## src/rtl/alu_ctrl.sv

```systemverilog
// Control sequencer for the combinational ALU: accepts one instruction, issues
// registered operands, captures the result and retires it into a 4x8 register file.
module alu_ctrl #(
  parameter int DATA_W = 8,
  parameter int NREGS  = 4,
  localparam int AW    = $clog2(NREGS)
) (
  input  logic              clk,
  input  logic              reset,
  input  logic              instr_valid,
  output logic              instr_ready,
  input  logic [7:0]        instr,
  input  logic              ld_en,
  input  logic [AW-1:0]     ld_addr,
  input  logic [DATA_W-1:0] ld_data,
  output logic [DATA_W-1:0] alu_in1,
  output logic [DATA_W-1:0] alu_in2,
  output logic [2:0]        alu_mode,
  input  logic [DATA_W-1:0] alu_out,
  input  logic              alu_zero,
  input  logic              alu_carry,
  output logic              flag_zero,
  output logic              flag_carry,
  output logic              done,
  output logic              illegal,
  input  logic [AW-1:0]     dbg_addr,
  output logic [DATA_W-1:0] dbg_data
);

  typedef enum logic [1:0] {IDLE, ISSUE, CAPTURE, WRITE} state_t;

  localparam logic [2:0] M_ADD = 3'b000;
  localparam logic [2:0] M_SUB = 3'b001;
  localparam logic [2:0] M_CMP = 3'b010;

  state_t state, state_next;

  logic [DATA_W-1:0] regs [NREGS];
  logic [2:0]        mode_q;
  logic [AW-1:0]     rd_q;
  logic [AW-1:0]     rs_q;
  logic [DATA_W-1:0] res_q;
  logic              res_zero;
  logic              res_carry;
  logic              mode_illegal;
  logic              instr_unused;

  assign instr_unused = instr[4];
  assign mode_illegal = mode_q[2] & mode_q[1];
  assign dbg_data     = regs[dbg_addr];

  // State register
  always_ff @(posedge clk) begin
    if (reset) state <= IDLE;
    else       state <= state_next;
  end

  // Next state: an instruction transfers when instr_valid && instr_ready at a
  // rising edge; instr_ready is only offered in IDLE and yields to a load.
  always_comb begin
    state_next = state;
    case (state)
      IDLE:    if (!ld_en && instr_valid) state_next = ISSUE;
      ISSUE:   state_next = CAPTURE;
      CAPTURE: state_next = WRITE;
      WRITE:   state_next = IDLE;
      default: state_next = IDLE;
    endcase
  end

  // Outputs decoded from state
  always_comb begin
    instr_ready = 1'b0;
    if (state == IDLE) instr_ready = !ld_en;
  end

  // Datapath: register file, latched fields, ALU drive, capture and retire
  always_ff @(posedge clk) begin
    if (reset) begin
      for (int i = 0; i < NREGS; i++) regs[i] <= '0;
      mode_q     <= '0;
      rd_q       <= '0;
      rs_q       <= '0;
      alu_in1    <= '0;
      alu_in2    <= '0;
      alu_mode   <= '0;
      res_q      <= '0;
      res_zero   <= 1'b0;
      res_carry  <= 1'b0;
      flag_zero  <= 1'b0;
      flag_carry <= 1'b0;
      done       <= 1'b0;
      illegal    <= 1'b0;
    end else begin
      done    <= 1'b0;
      illegal <= 1'b0;
      case (state)
        IDLE: begin
          if (ld_en) begin
            regs[ld_addr] <= ld_data;
          end else if (instr_valid) begin
            mode_q <= instr[7:5];
            rd_q   <= instr[3:2];
            rs_q   <= instr[1:0];
          end
        end
        ISSUE: begin
          alu_in1  <= regs[rs_q];
          alu_in2  <= regs[rd_q];
          alu_mode <= mode_q;
        end
        CAPTURE: begin
          res_q <= alu_out;
          // Only CMP trusts the ALU's zero output; other modes test the result here.
          case (mode_q)
            M_ADD, M_SUB: begin
              res_zero  <= (alu_out == '0);
              res_carry <= alu_carry;
            end
            M_CMP: begin
              res_zero  <= alu_zero;
              res_carry <= alu_carry;
            end
            default: begin
              res_zero  <= (alu_out == '0);
              res_carry <= 1'b0;
            end
          endcase
        end
        WRITE: begin
          done <= 1'b1;
          if (mode_illegal) begin
            illegal <= 1'b1;
          end else begin
            if (mode_q != M_CMP) regs[rd_q] <= res_q;
            flag_zero  <= res_zero;
            flag_carry <= res_carry;
          end
        end
        default: ;
      endcase
    end
  end

endmodule
```

## config.mk

```make
export PLATFORM = sky130hd
export DESIGN_NAME = alu_ctrl
export DESIGN_NICKNAME = d
export VERILOG_FILES = /design/src/rtl/alu_ctrl.sv
export SDC_FILE = /design/constraint.sdc
export NUM_CORES = 1
export LEC_CHECK = 0
export CELL_PAD_IN_SITES_DETAIL_PLACEMENT = 1
export CELL_PAD_IN_SITES_GLOBAL_PLACEMENT = 2
export CORE_MARGIN = 5
export CORE_UTILIZATION = 38
export CTS_CLUSTER_DIAMETER = 80
export DETAILED_ROUTE_END_ITERATION = 8
export GPL_TIMING_DRIVEN = 0
export HOLD_SLACK_MARGIN = 0.05
export PLACE_DENSITY_LB_ADDON = 0.1
export SLEW_MARGIN = 20
export SYNTH_ARGS = -nofsm -noshare
export SYNTH_HDL_FRONTEND = slang
export SYNTH_SLANG_ARGS = --single-unit
export TNS_END_PERCENT = 50
```

## constraint.sdc

```tcl
create_clock -name clk -period 6.4 [get_ports clk]
set_input_delay 1.28 -clock clk [delete_from_list [all_inputs] [get_ports clk]]
set_output_delay 1.28 -clock clk [all_outputs]
set_load 0.01 [all_outputs]
```

* Word-level counts from Yosys, hierarchy flattened *
Memories as Yosys holds them, arrays and structs flattened. A register that Yosys moved wholly into a read port is not among the register bits.
Index checks and enable logic that the tools add are counted.

word-level totals
  memories = 1
  bits in writable memories = 32
  bits in registers = 26
  output and inout port bits = 32
  word-level logic and storage cells = 59
  bits of input ports = 34

cells by class
  reduce and logical (&&, ||, !) cells = 11
  bitwise gates (word level) = 4
  multiplexer cells = 24
  equality and inequality tests = 7

memories
  memory  words  width  read ports  clocked after Yosys merged registers in  wr ports  line  source
  regs    4      8      3           2                                        4         38    logic [DATA_W-1:0] regs [NREGS];

operators with widths
  cell                                                  count
  2-to-1 mux 1 bit                                      18
  2-to-1 mux 8 bit                                      2
  OR reduction 8 bit                                    2
  zero test 8 bit                                       1
  one-hot mux 2 bit (4 select lines)                    1
  2-to-1 mux 2 bit                                      3
  equality test 2 bit (second input constant)           2
  equality test 3 x 1 -> 1 bit (second input constant)  1
  equality test 3 x 2 -> 1 bit (second input constant)  1
  zero test 3 bit                                       1
  != test 3 x 2 -> 1 bit (second input constant)        1
  NOT 1 bit                                             3
  AND reduction 3 bit                                   1
  OR reduction 3 bit                                    1
  equality test 2 x 1 -> 1 bit (second input constant)  1
  zero test 2 bit                                       1
  != test 2 bit (second input constant)                 1
  AND reduction 2 bit                                   1
  OR reduction 2 bit                                    1
  bitwise AND 1 bit                                     1
  logical AND 1 bit                                     1
  zero test 1 bit                                       1

* Logic depth before layout (Yosys ltp) *
  depth after elaboration = 8
  gate-level depth with buffers = 7

* Least setup slack after synthesis *
OpenSTA, ideal clock, no wires.

  kind = in2out
  start = in dbg_addr[0]
  end = out dbg_data[0]
  arrival = 2068 ps
  required time = 5120 ps
  setup slack = 3052 ps
  stages on the path = 2
  path buffers = 1
  cell sequence = buf_2 -> mux4_2

between the ends
  cells in the longest elaborated chain, start to end = 1

ends and longest elaborated chain
  what                line  source
  start: declaration  26    input logic [AW-1:0] dbg_addr,
  memory (4 x 8 bit)  -
  end: declaration    27    output logic [DATA_W-1:0] dbg_data

Every way passes these cells.

* Final worst setup path *
  start = in dbg_addr[0]
  end = out dbg_data[4]

Same word-level chain as after synthesis.

==> key figures <==
Detailed routing
  • Via count: just under 3000
  • Antenna Nets Post-Route: 0
  • Drt drc: 0
  • Vias per cell: 5.27
  • WL per Instance: around 20 microns
  • TritonRoute pass-1 iters: 4
  • DR iter-0 viols: 137
  • Routed WL: 11300 microns

Die
  • Die height: between 100 and 150 microns
  • Die area: 12700 sq um
  • Core area: ~10000 sq um
  • Starting Density: 0.389
  • I/O pin total: 66
  • Die X-Extent: 113 microns
  • Number of cell rows: 37

Layout
  • ANT cells: 0
  • Area Growth Syn to Fin: 25.4%
  • Commonest cells after routing, fill and taps aside: mux2i_1, clkdlybuf4s50_1, dfxtp_1, nor2_1, nand2_1
  • Final design utilization: 0.487
  • Most common library cell in the layout ignoring fill and taps: mux2i_1
  • Nets: 460
  • Share of cells above drive strength 1: 0.141
  • Post-route cell area: 5030 sq um

Logic synthesis
  • Syn nets: 388
  • Asr flop ratio synth: 0
  • Flops & latches, synth: 74
  • Yosys top cell by area: edfxtp_1
  • Yosys top cell area share: 0.239
  • Syn Area/Cell: 11.5 sq um
  • Mapped Cells: 349
  • Ys flop type: dfxtp_1
  • Sequential fraction of the synthesis area: 0.449
  • Ys Warns: 0
  • Number of synthesized flops with an enable pin: 32
  • Mapped Area: 4010 sq um
  • Distinct cell type count after synthesis: 38
  • Synth top area cells: edfxtp_1, dfxtp_1, mux2i_1

STA
  • Final hold violation count: 0
  • Clk_skew: 16.7 ps
  • RSZ-0062 raised after global routing: no
  • Min Clock Period, post-route: 3920 ps
  • Max Clk Rate: 0.255 GHz
  • Final setup TNS: 0 ps
  • Slew Limit Headroom: 0.249
  • Slew @ Worst Pin: 1120 ps
  • Fin. max-slew vios: 0
  • Final setup viols: 0
  • Final Cycle Share: 0.613

Worst setup path
  • Worst EP arrival: 2640 ps
  • CP Launch Type: input port
  • CP max stage cell: mux4_2
  • Worst path cell trace: buf_2 > mux4_2 > clkdlybuf4s50_1
  • Kind of critical path: in2out
  • CP max stage delay: 560 ps
  • WP data required: approximately 5100 ps
  • Dominant delay contributor by cell family on the critical path: buffers and inverters
  • CP bufs+invs: 2
  • CP max FO: 8
  • CP endpoint kind: output pin

Worst hold path
  • Hold WC Path Type: reg2reg

Global routing
  • Largest net degree at the start of global routing: 14
  • Global-route wire length before repair: 17900 microns
  • Vias in the first global route: 3201
  • Total gr overflow: 0
  • Initial antenna violation count: 0
  • Total track usage: 0.183

Power
  • LEAKAGE: a little under 2 nW
  • Worst VDD drop: 0.190 mV
  • Pwr dens: 304 nW/um^2

CTS
  • CTS tree: done
  • # hold bufs at CTS: 0
  • TritonCTS Sinks: 74
  • TritonCTS buffer count: 9
  • CTS root buf: clkbuf_8
  • CTS Buffer Depth: 2
  • Post-CTS setup buffer count: 0
  • H-Tree Depth: 3
  • Post-cts gate resize count: 0
  • Clock latency on the worst-skew pair: 360 ps
  • Worst-path clk slew: 80 ps

Placement
  • Post-place instance area: 4800 sq um
  • Placer Congestion: 0.830
  • Port-buffer cells: around 60
  • Hpwl dp: ~8300 microns

Job
  • Max cap viols: 0

Run status
  • Status: finished clean
Yosys cell counts, types with 2 or more instances:
master,n
inv_1,12
nor2_1,39
nand2_1,38
dfxtp_1,42
buf_6,4
a21boi_0,2
mux4_1,3
mux4_2,21
buf_1,2
clkbuf_1,7
nor2b_1,5
nand2b_1,3
buf_4,6
o211ai_1,6
buf_2,9
nand4_1,9
o21a_1,2
edfxtp_1,32
mux2i_1,69
nand3_1,16
ha_1,5
state kept, by name, indices dropped and copies added, names as in the netlist, 2 cells and up:
signal	count
regs	32
alu_in1	8
alu_in2	8
res_q	8
alu_mode	3
mode_q	3
rd_q	2
rs_q	2
state	2
worst register-to-register path, stage by stage (launching register included):
cell      delay, ps
dfxtp_1         340
inv_1           130
ha_1            330
and3b_1         190
buf_4           160
buf_4           220
nand2_1          70
o211ai_1        900
path summary, 6_finish.rpt:
kind,start,endpoint,slack [ps],cells after the start
setup / recovery,dbg_addr[0],dbg_data[4],2480,3
hold / removal,res_carry,res_carry,490,2
setup reg to reg,state[0],regs[0][0],3680,7
hold reg to reg,res_carry,res_carry,490,2
metal layers:
layer | share of wire | routed length, microns | global-route usage | vias to the layer above
met4 | 0.011 | 123 | 0.0457 | 0
met2 | 0.51 | 5730 | 0.326 | 69
met5 | 0 | 0 | 0 | -
met3 | 0.043 | 489 | 0.0305 | 10
met1 | 0.44 | 4930 | 0.230 | 1463
li1 | - | - | - | 1420
power by group:
| group | internal (W) | switching (W) | total, W | leakage, nW |
|---|---|---|---|---|
| clock | 0.000238 | 0.000184 | 0.000422 | 0.120 |
| combinational | 0.000240 | 0.000246 | 0.000486 | 1.17 |
| sequential | 0.000564 | 0.0000551 | 0.000619 | 0.673 |
| total | 0.00104 | 0.000485 | 0.00153 | 1.96 |
logic make-up (layout without fill, tap and decap cells):
| kind of cell | Yosys count | in the layout | synth area share |
|---|---|---|---|
| multiplexers | 93 | 93 | 0.310 |
| AND/OR/NAND/NOR | 121 | 121 | 0.141 |
| flip-flops | 74 | 74 | 0.449 |
| buffers and inverters | 40 | 117 | 0.0533 |
| AO/OA/AOI/OAI | 16 | 16 | 0.0318 |
| adder cells (fa/ha/maj) | 5 | 5 | 0.0156 |
through the flow:
step                      total power [W]  cells  hold WS [ps]  setup slack [ps]
after floorplan                  0.000932    349           445              3050
after global placement            0.00110    546           467              2460
after detailed placement          0.00112    546           479              2450
after CTS                         0.00154    562           491              2450
after global routing              0.00161    562           531              2440
final                             0.00153    562           492              2480
final cells by class:
type                       count  area (sq um)
timing repair buffer          61           611
buffer                        28           169
fill                        1130          5290
sequential                    74          1800
clock buffer                  13           191
multi-input combinational    235          2000
inverter                      12          45.0
clock inverter                 3          41.3
tap                          136           170
(Power assumes the default switching activity.)
